[config.mk]
export PLATFORM = sky130hd
export DESIGN_NAME = fetch_pc_gen
export DESIGN_NICKNAME = d
export VERILOG_FILES = /design/src/rtl/fetch_pc_gen.sv
export SDC_FILE = /design/constraint.sdc
export NUM_CORES = 1
export LEC_CHECK = 0
export BUFFER_PORTS_ARGS = -buffer_cell sky130_fd_sc_hd__buf_2
export CAP_MARGIN = 20
export CORE_AREA = 2 2 281 283
export CTS_CLUSTER_DIAMETER = 30
export CTS_CLUSTER_SIZE = 16
export DETAILED_ROUTE_END_ITERATION = 7
export DIE_AREA = 0 0 283 285
export PLACE_DENSITY = 0.52
export SYNTH_ARGS = -nofsm -noshare
export SYNTH_HDL_FRONTEND = slang
export SYNTH_SLANG_ARGS = --single-unit
[constraint.sdc]
create_clock -name clock -period 2.38 [get_ports clock]
set_input_delay 0.238 -clock clock [delete_from_list [all_inputs] [get_ports clock]]
set_output_delay 0.238 -clock clock [all_outputs]
set_load 0.1 [all_outputs]
[src/rtl/fetch_pc_gen.sv]
// Two-wide fetch-address generator with IF/ID packet register.
// Owns the fetch PC, selects the next PC from BTB/hint/ROB inputs and
// registers a two-instruction packet for decode.
module fetch_pc_gen #(
   parameter logic [63:0] RESET_PC = 64'h0
) (
   input  logic        clock,
   input  logic        reset,
   output logic [63:0] if_pc,
   output logic [63:0] if_pc_plus_four,
   input  logic [63:0] btb_pred_addr0,
   input  logic [63:0] btb_pred_addr1,
   input  logic        bp_taken0,
   input  logic        bp_taken1,
   input  logic        icache_valid,
   input  logic [31:0] icache_inst0,
   input  logic [31:0] icache_inst1,
   input  logic        id_ready,
   input  logic        rob_mispredict,
   input  logic [63:0] rob_target_pc,
   output logic        if_valid0,
   output logic        if_valid1,
   output logic [31:0] if_inst0,
   output logic [31:0] if_inst1,
   output logic [63:0] if_inst_pc0,
   output logic [63:0] if_inst_pc1,
   output logic [63:0] if_pred_npc0,
   output logic [63:0] if_pred_npc1,
   output logic [1:0]  fetch_state
);

   typedef enum logic [1:0] {
      StRst   = 2'd0,
      StFetch = 2'd1,
      StMiss  = 2'd2,
      StStall = 2'd3
   } state_e;

   state_e state_q, state_d;

   logic [63:0] pc_q, pc_d;
   logic        valid0_q, valid0_d;
   logic        valid1_q, valid1_d;
   logic [31:0] inst0_q, inst0_d;
   logic [31:0] inst1_q, inst1_d;
   logic [63:0] inst_pc0_q, inst_pc0_d;
   logic [63:0] inst_pc1_q, inst_pc1_d;
   logic [63:0] npc0_q, npc0_d;
   logic [63:0] npc1_q, npc1_d;

   logic [63:0] pc_plus4, pc_plus8;
   logic [63:0] target0, target1, redirect_pc;
   logic        taken0, taken1;
   logic        active, redirect, adv, pkt_valid;

   // An all-zero BTB entry means "no prediction"; targets are word aligned.
   assign taken0      = bp_taken0 && (btb_pred_addr0 != 64'd0);
   assign taken1      = bp_taken1 && (btb_pred_addr1 != 64'd0);
   assign target0     = {btb_pred_addr0[63:2], 2'b00};
   assign target1     = {btb_pred_addr1[63:2], 2'b00};
   assign redirect_pc = {rob_target_pc[63:2], 2'b00};
   assign pc_plus4    = pc_q + 64'd4;
   assign pc_plus8    = pc_q + 64'd8;

   assign pkt_valid = valid0_q;
   assign active    = (state_q != StRst);
   assign redirect  = active && rob_mispredict;
   assign adv       = active && !rob_mispredict && icache_valid && (!pkt_valid || id_ready);

   // State register.
   always_ff @(posedge clock) begin
      if (!reset) begin
         state_q <= StRst;
      end else begin
         state_q <= state_d;
      end
   end

   // Next-state logic; a redirect always lands in FETCH.
   always_comb begin
      state_d = state_q;
      unique case (state_q)
         StRst:   state_d = StFetch;
         StFetch: begin
            if (!icache_valid) begin
               state_d = StMiss;
            end else if (pkt_valid && !id_ready) begin
               state_d = StStall;
            end
         end
         StMiss:  if (icache_valid) state_d = StFetch;
         StStall: if (id_ready) state_d = StFetch;
         default: state_d = StRst;
      endcase
      if (redirect) begin
         state_d = StFetch;
      end
   end

   // FSM outputs.
   always_comb begin
      fetch_state = state_q;
   end

   // Next PC and next packet contents.
   always_comb begin
      pc_d       = pc_q;
      valid0_d   = valid0_q;
      valid1_d   = valid1_q;
      inst0_d    = inst0_q;
      inst1_d    = inst1_q;
      inst_pc0_d = inst_pc0_q;
      inst_pc1_d = inst_pc1_q;
      npc0_d     = npc0_q;
      npc1_d     = npc1_q;
      if (redirect) begin
         pc_d     = redirect_pc;
         valid0_d = 1'b0;
         valid1_d = 1'b0;
      end else if (adv) begin
         if (taken0) begin
            pc_d = target0;
         end else if (taken1) begin
            pc_d = target1;
         end else begin
            pc_d = pc_plus8;
         end
         valid0_d   = 1'b1;
         valid1_d   = !taken0;
         inst0_d    = icache_inst0;
         inst1_d    = icache_inst1;
         inst_pc0_d = pc_q;
         inst_pc1_d = pc_plus4;
         npc0_d     = taken0 ? target0 : pc_plus4;
         npc1_d     = taken1 ? target1 : pc_plus8;
      end else if (active && id_ready) begin
         // Decode consumed the packet and nothing replaces it.
         valid0_d = 1'b0;
         valid1_d = 1'b0;
      end
   end

   // PC and packet registers.
   always_ff @(posedge clock) begin
      if (!reset) begin
         pc_q       <= RESET_PC;
         valid0_q   <= 1'b0;
         valid1_q   <= 1'b0;
         inst0_q    <= 32'd0;
         inst1_q    <= 32'd0;
         inst_pc0_q <= 64'd0;
         inst_pc1_q <= 64'd0;
         npc0_q     <= 64'd0;
         npc1_q     <= 64'd0;
      end else begin
         pc_q       <= pc_d;
         valid0_q   <= valid0_d;
         valid1_q   <= valid1_d;
         inst0_q    <= inst0_d;
         inst1_q    <= inst1_d;
         inst_pc0_q <= inst_pc0_d;
         inst_pc1_q <= inst_pc1_d;
         npc0_q     <= npc0_d;
         npc1_q     <= npc1_d;
      end
   end

   assign if_pc           = pc_q;
   assign if_pc_plus_four = pc_plus4;
   assign if_valid0       = valid0_q;
   assign if_valid1       = valid1_q;
   assign if_inst0        = inst0_q;
   assign if_inst1        = inst1_q;
   assign if_inst_pc0     = inst_pc0_q;
   assign if_inst_pc1     = inst_pc1_q;
   assign if_pred_npc0    = npc0_q;
   assign if_pred_npc1    = npc1_q;

endmodule

; Yosys cells after proc, flatten, opt, wreduce, memory -nomap -nowiden
; Index checks and enable logic that the tools add are counted.
[classes]
n_addsub = 2
n_mul = 0
n_div = 0
n_lt_le_gt_ge = 0
n_eq_ne = 9
shift = 0
muxes = 14
n_bitwise = 2
n_reduce_logical = 23
[op_table]
columns = op, count
row1 = 2-to-1 mux 64 bit, 5
row2 = nonzero test 64 bit, 2
row3 = "adder 64 x 3 -> 64 bit, second input constant", 1
row4 = "adder 64 x 4 -> 64 bit, second input constant", 1
row5 = "!= test 3 bit, second input constant", 3
row6 = logical AND 1 bit, 8
row7 = 2-to-1 mux 2 bit, 4
row8 = case mux 2 bit (4 select lines), 1
row9 = AND reduction 3 bit, 2
row10 = nonzero test 2 bit, 3
row11 = "== test 2 bit, second input constant", 2
row12 = logical NOT 1 bit, 4
row13 = 2-to-1 mux 1 bit, 4
row14 = "!= test 2 bit, second input constant", 2
row15 = "!= test 4 bit, second input constant", 1
row16 = "== test 2 x 1 -> 1 bit, second input constant", 1
row17 = logical NOT 2 bit, 1
row18 = NOT 1 bit, 2
row19 = AND reduction 2 bit, 1
row20 = OR reduction 2 bit, 1
row21 = logical OR 1 bit, 1
[word_totals]
register_bits = 388
latch_bits = 0
ram_bits = 0
rom_bits = 0
in_bits = 263
output_inout_bits = 452
elab_cells = 62
memories = 0

; Longest topological paths before layout
[logic_depth]
depth_word = 6
mapped_depth = 9
depth_no_buf = 7

; Worst setup path after synthesis
; No wires, ideal clock.
[synth_timing]
path_type = register to register
start = reg pc_q[3], in the netlist if_pc[3]
end = reg npc0_q[43], in the netlist if_pred_npc0[43]
setup_ns = 0.077
arrival_ns = 4.276
required_ns = 2.303
slack_ns = -1.972
stages_incl_launch_ff = 10
n_path_buf = 2
synth_period_minus_slack_ns = 4.352
path_cell_list = dfxtp_1 -> ha_1 -> and3_1 -> clkbuf_1 -> and4_1 -> buf_2 -> nand4_1 -> xnor2_1 -> nor2_1 -> o21ai_0
[synth_between]
elab_chain_len = 2
[synth_rtl]
columns = element, line_no
row1 = start: declaration, 41  ; logic [63:0] pc_q, pc_d;
row2 = start signal: assignment, 156  ; pc_q <= pc_d;
row3 = adder 64 x 3 -> 64 bit, 62  ; assign pc_plus4 = pc_q + 64'd4;
row4 = via if_pc_plus_four[43], 10  ; output logic [63:0] if_pc_plus_four,
row5 = 2-to-1 mux 64 bit, 134  ; npc0_d = taken0 ? target0 : pc_plus4;
row6 = end signal: assignment, 163  ; npc0_q <= npc0_d;
row7 = end: declaration, 48  ; logic [63:0] npc0_q, npc0_d;
; The timed path passes the listed nets, and every way through them passes these cells.
; A chain may end at the register's enable or synchronous reset.

; Final worst setup path
[layout_timing]
start = reg pc_q[25], in the netlist if_pc[25]
end = out if_pc_plus_four[51]
[layout_between]
elab_chain_len = 1
[layout_rtl]
columns = element, line_no
row1 = adder 64 x 3 -> 64 bit, 62
row2 = end: declaration, 10
; Every way passes these cells.

==> flow_metrics.env <==
export IMPL_drtAntennaViolNets=0
export IMPL_min_to="if_pc[55]$_SDFFE_PN0P_"
export IMPL_syn_cell_area_mm2=0.0178
export IMPL_clk_pin_slew_worst_paths_ns=0.04
export IMPL_start_util_pct=22.9
export IMPL_final_net_count=3849
export IMPL_syn_inst=2253
export IMPL_die_height_um=285
export IMPL_reg2reg_setup_slack_ns=-0.14
export IMPL_first_global_vias=23443
export IMPL_core_area_mm2=0.0780
export IMPL_synth_top_cells_by_area="dfxtp_1 43%, nand2_1 7.1%, a21oi_1 5.8%, o21ai_0 4.1%, nor2_1 3.9%"
export IMPL_place_congestion=0.911
export IMPL_placement_rows=103
export IMPL_cell_type_contributing_the_most_total_cell_area_after_synthesis="dfxtp_1"
export IMPL_post_synth_most_frequent_cells="386 x dfxtp_1, 338 x nand2_1, 205 x a21oi_1, 185 x nor2_1, 149 x clkbuf_1"
export IMPL_r2r_start="if_pc[9]$_SDFFE_PN0P_"
export IMPL_finalHoldViolCount=0
export IMPL_max_slew_worst_pin_slew_ns=0.986
export IMPL_grt_usage_pct=27.1
export IMPL_postSynthRegisterBits=386
export IMPL_numCtsBuffers=114
export IMPL_async_flop_share_pct=0
export IMPL_grt_setup_unrepaired="yes"
export IMPL_worst_hold_startpoint="rob_target_pc[55]"
export IMPL_min_path_cells=4
export IMPL_fin_util_pct=46.3
export IMPL_worst_ep_arrival_time_ns=2.84
export IMPL_wire_per_inst_um=24.4
export IMPL_yosys_area_top_type_share_pct=43.3
export IMPL_r2r_worst_path_cells=13
export IMPL_antenna_found_initial=6
export IMPL_globalRouteOverflowTotal=0
export IMPL_clkLatencyLatePin_ns=0.68
export IMPL_layout_drive_gt1_share_pct=47.6
export IMPL_wl_met3_um=8460
export IMPL_proportion_of_synthesized_chip_area_in_sequential_cells_pct=43.3
export IMPL_fp_dieW_um=283
export IMPL_met2WireLength_um=55100
export IMPL_worst_path_max_fanout=5
export IMPL_worstSetupPathType="flip-flop to output pin"
export IMPL_end_kind="output pin"
export IMPL_timing_critical_path_slowest_stage_cell="dfxtp_4"
export IMPL_area_delta_synth_final_pct=102
export IMPL_run_status="finished with violations"
export IMPL_timing_hold_worst_class="primary input to flip-flop"
export IMPL_tritoncts="yes"
export IMPL_drt_total_wl_um=116000
export IMPL_final_setup_skew_ns=0.0550
export IMPL_htree_levels=3
export IMPL_clock_tree_buffer_depth=3
export IMPL_total_leakage_power_nw=15.7
export IMPL_first_iter_violations=1566
export IMPL_maximum_vdd_ir_drop_v=0.000933
export IMPL_post_route_min_period_ns=3.08
export IMPL_synth_area_per_cell_um2=7.92
export IMPL_buffer_ports_inserted=712
export IMPL_setup_viol_count_final=74
export IMPL_slew_violations=0
export IMPL_max_clock_freq_mhz=325
export IMPL_synthFlopType="dfxtp_1"
export IMPL_routed_via_count=23563
export IMPL_synth_nets=2518
export IMPL_tritoncts_num_sinks=386
export IMPL_detail_route_drc_violations=0
export IMPL_crit_chain="nand3_4 -> buf_6 -> nor4_4 -> buf_12 -> nand4_1 -> buf_6 -> nor3_4 -> xnor2_2 -> clkinvlp_4 -> buf_12"
export IMPL_ctsRootBufferMaster="clkbuf_16"
export IMPL_synth_warning_count=0
export IMPL_fin_ws_ns=-0.697
export IMPL_r2r_end="if_pc[29]$_SDFFE_PN0P_"
export IMPL_crit_path_max_incr_delay_ns=0.35
export IMPL_dr_pass1_iters=7
export IMPL_most_used_standard_cell_by_instance_count_after_synthesis="dfxtp_1"
export IMPL_largest_net_degree_at_the_start_of_global_routing=93
export IMPL_pwr_density_cell_mw_per_mm2=812
export IMPL_route_top_layer_used="met5"
export IMPL_area_of_the_die_mm2=0.0807
export IMPL_detail_route_vias_per_cell=4.97
export IMPL_slew_headroom_pct=33.7
export IMPL_grt_pass1_wl_um=164000
export IMPL_worstSetupStartpointType="flip-flop"
export IMPL_timing_hold_ws_ns=0.0101
export IMPL_floorplan_io_pins=715
export IMPL_violations="setup timing"
export IMPL_synth_enable_flop_cells=0
export IMPL_timing_final_crit_share_pct=129
export IMPL_met1_wirelength_um=48100
export IMPL_drv_cap=0
export IMPL_synth_cell_type_count=58
export IMPL_hpwl_after_detailed_placement_um=82500
export IMPL_timing_critical_path_required_ns=2.14
==> through the flow <==
step           cell area [um^2]  std cells  TNS, ns  power (mW)  setup WS [ns]
4_1_cts                   34800       4679   -28.88        29.3         -0.730
3_3_place_gp              27000       4171   -94.86        13.0         -0.707
5_1_grt                   36100       4738   -37.50        30.1         -0.798
6_report                  36100       4739   -28.81        29.3         -0.697
2_1_floorplan             19100       2253   -30.77        11.0         -0.544
3_5_place_dp              27000       4171   -93.90        13.0         -0.685
==> per-layer routing <==
metal	global-route usage, %	up-vias
met2	45.6	1107
met3	6.10	225
li1	-	10730
met5	0	-
met4	10.2	2
met1	33.9	11499
==> power by group <==
| group | total [mW] | leakage [nW] | internal [mW] | switching [mW] |
|---|---|---|---|---|
| Combinational | 6.56 | 10.6 | 1.92 | 4.64 |
| Sequential | 7.02 | 3.18 | 6.77 | 0.252 |
| Clock | 15.7 | 1.95 | 10.8 | 4.93 |
| Total | 29.3 | 15.7 | 19.5 | 9.82 |
==> layout make-up <==
type / instances / area [um^2]
clock inverter: 66 / 827
tap: 1050 / 1310
sequential: 386 / 7940
multi-input combinational: 1596 / 11200
fill: 7501 / 41900
timing repair buffer: 1443 / 11300
clock buffer: 151 / 3230
inverter: 43 / 263
antenna: 4 / 10.0
==> cell usage in the layout, fill, tap and decap left out, types with 14 or more instances in the layout <==
cell | Yosys | final
nand2_1 | 338 | 322
o21ai_1 | 4 | 18
nand3_4 | 1 | 17
o31ai_1 | 57 | 44
nor4_4 | 5 | 20
buf_4 | 22 | 399
nor4_1 | 52 | 24
xnor2_4 | 0 | 28
buf_12 | 0 | 93
o21ai_0 | 145 | 130
a211oi_1 | 18 | 17
o221ai_1 | 33 | 32
nor3_1 | 55 | 30
buf_8 | 0 | 14
a21oi_1 | 205 | 200
buf_2 | 41 | 651
xnor2_1 | 73 | 26
dlygate4sd3_1 | 0 | 223
nand3_1 | 137 | 119
clkbuf_1 | 149 | 17
nor2_1 | 185 | 165
nor3_4 | 0 | 14
mux2i_1 | 19 | 15
clkinvlp_4 | 0 | 40
clkbuf_8 | 0 | 17
dfxtp_4 | 0 | 52
clkbuf_16 | 0 | 121
buf_6 | 2 | 58
nor4_2 | 1 | 14
clkinv_2 | 0 | 21
xnor2_2 | 0 | 19
dfxtp_1 | 386 | 324
a22oi_1 | 70 | 65
a22o_1 | 29 | 29
nand4_1 | 50 | 50
==> timing repair <==
action,CTS,global route
hold buffers,223,0
endpoints found under the hold margin,210,0
pin swaps,98,127
setup endpoints to repair,82,179
gates resized for setup,194,158
setup buffers,75,64
cloned,1,5
==> cell families after synthesis <==
kind of cell | count (synthesis) | share of synthesized area [%]
AOI/OAI and AO/OA | 603 | 21.1
muxes | 19 | 1.07
adders and majority gates | 2 | 0.140
xor gates and xnor gates | 95 | 4.66
DFF | 386 | 43.3
buffers and inverters | 271 | 6.54
and+or+nand+nor | 877 | 23.1
==> critical path: cells and delay by family, from the launching register on <==
kind          cells  cell delay (ns)
xor+xnor          1             0.18
simple gates      4             0.82
buf+inv           5             0.81
flops             1             0.35
==> worst max-delay path by stage <==
stage,startpoint,end,cells after the start
floorplan,if_pc[28]$_SDFFE_PN0P_,if_pc_plus_four[51],7
detailed placement,btb_pred_addr1[29],if_pred_npc1[50]$_SDFFE_PN0P_,10
CTS,if_pc[21]$_SDFFE_PN0P_,if_pc_plus_four[37],8
global route,if_pc[25]$_SDFFE_PN0P_,if_pc_plus_four[51],10
finish,if_pc[25]$_SDFFE_PN0P_,if_pc_plus_four[51],10
global placement,btb_pred_addr1[4],if_pred_npc1[50]$_SDFFE_PN0P_,10
==> flip-flops by register name, summed over array words and instances, names as in the netlist, 2 cells and up <==
| register | count |
|---|---|
| if_inst_pc0 | 64 |
| if_pc | 64 |
| if_pred_npc0 | 64 |
| if_pred_npc1 | 64 |
| if_inst_pc1 | 62 |
| if_inst0 | 32 |
| if_inst1 | 32 |
| fetch_state | 2 |
(Power assumes the default switching activity.)
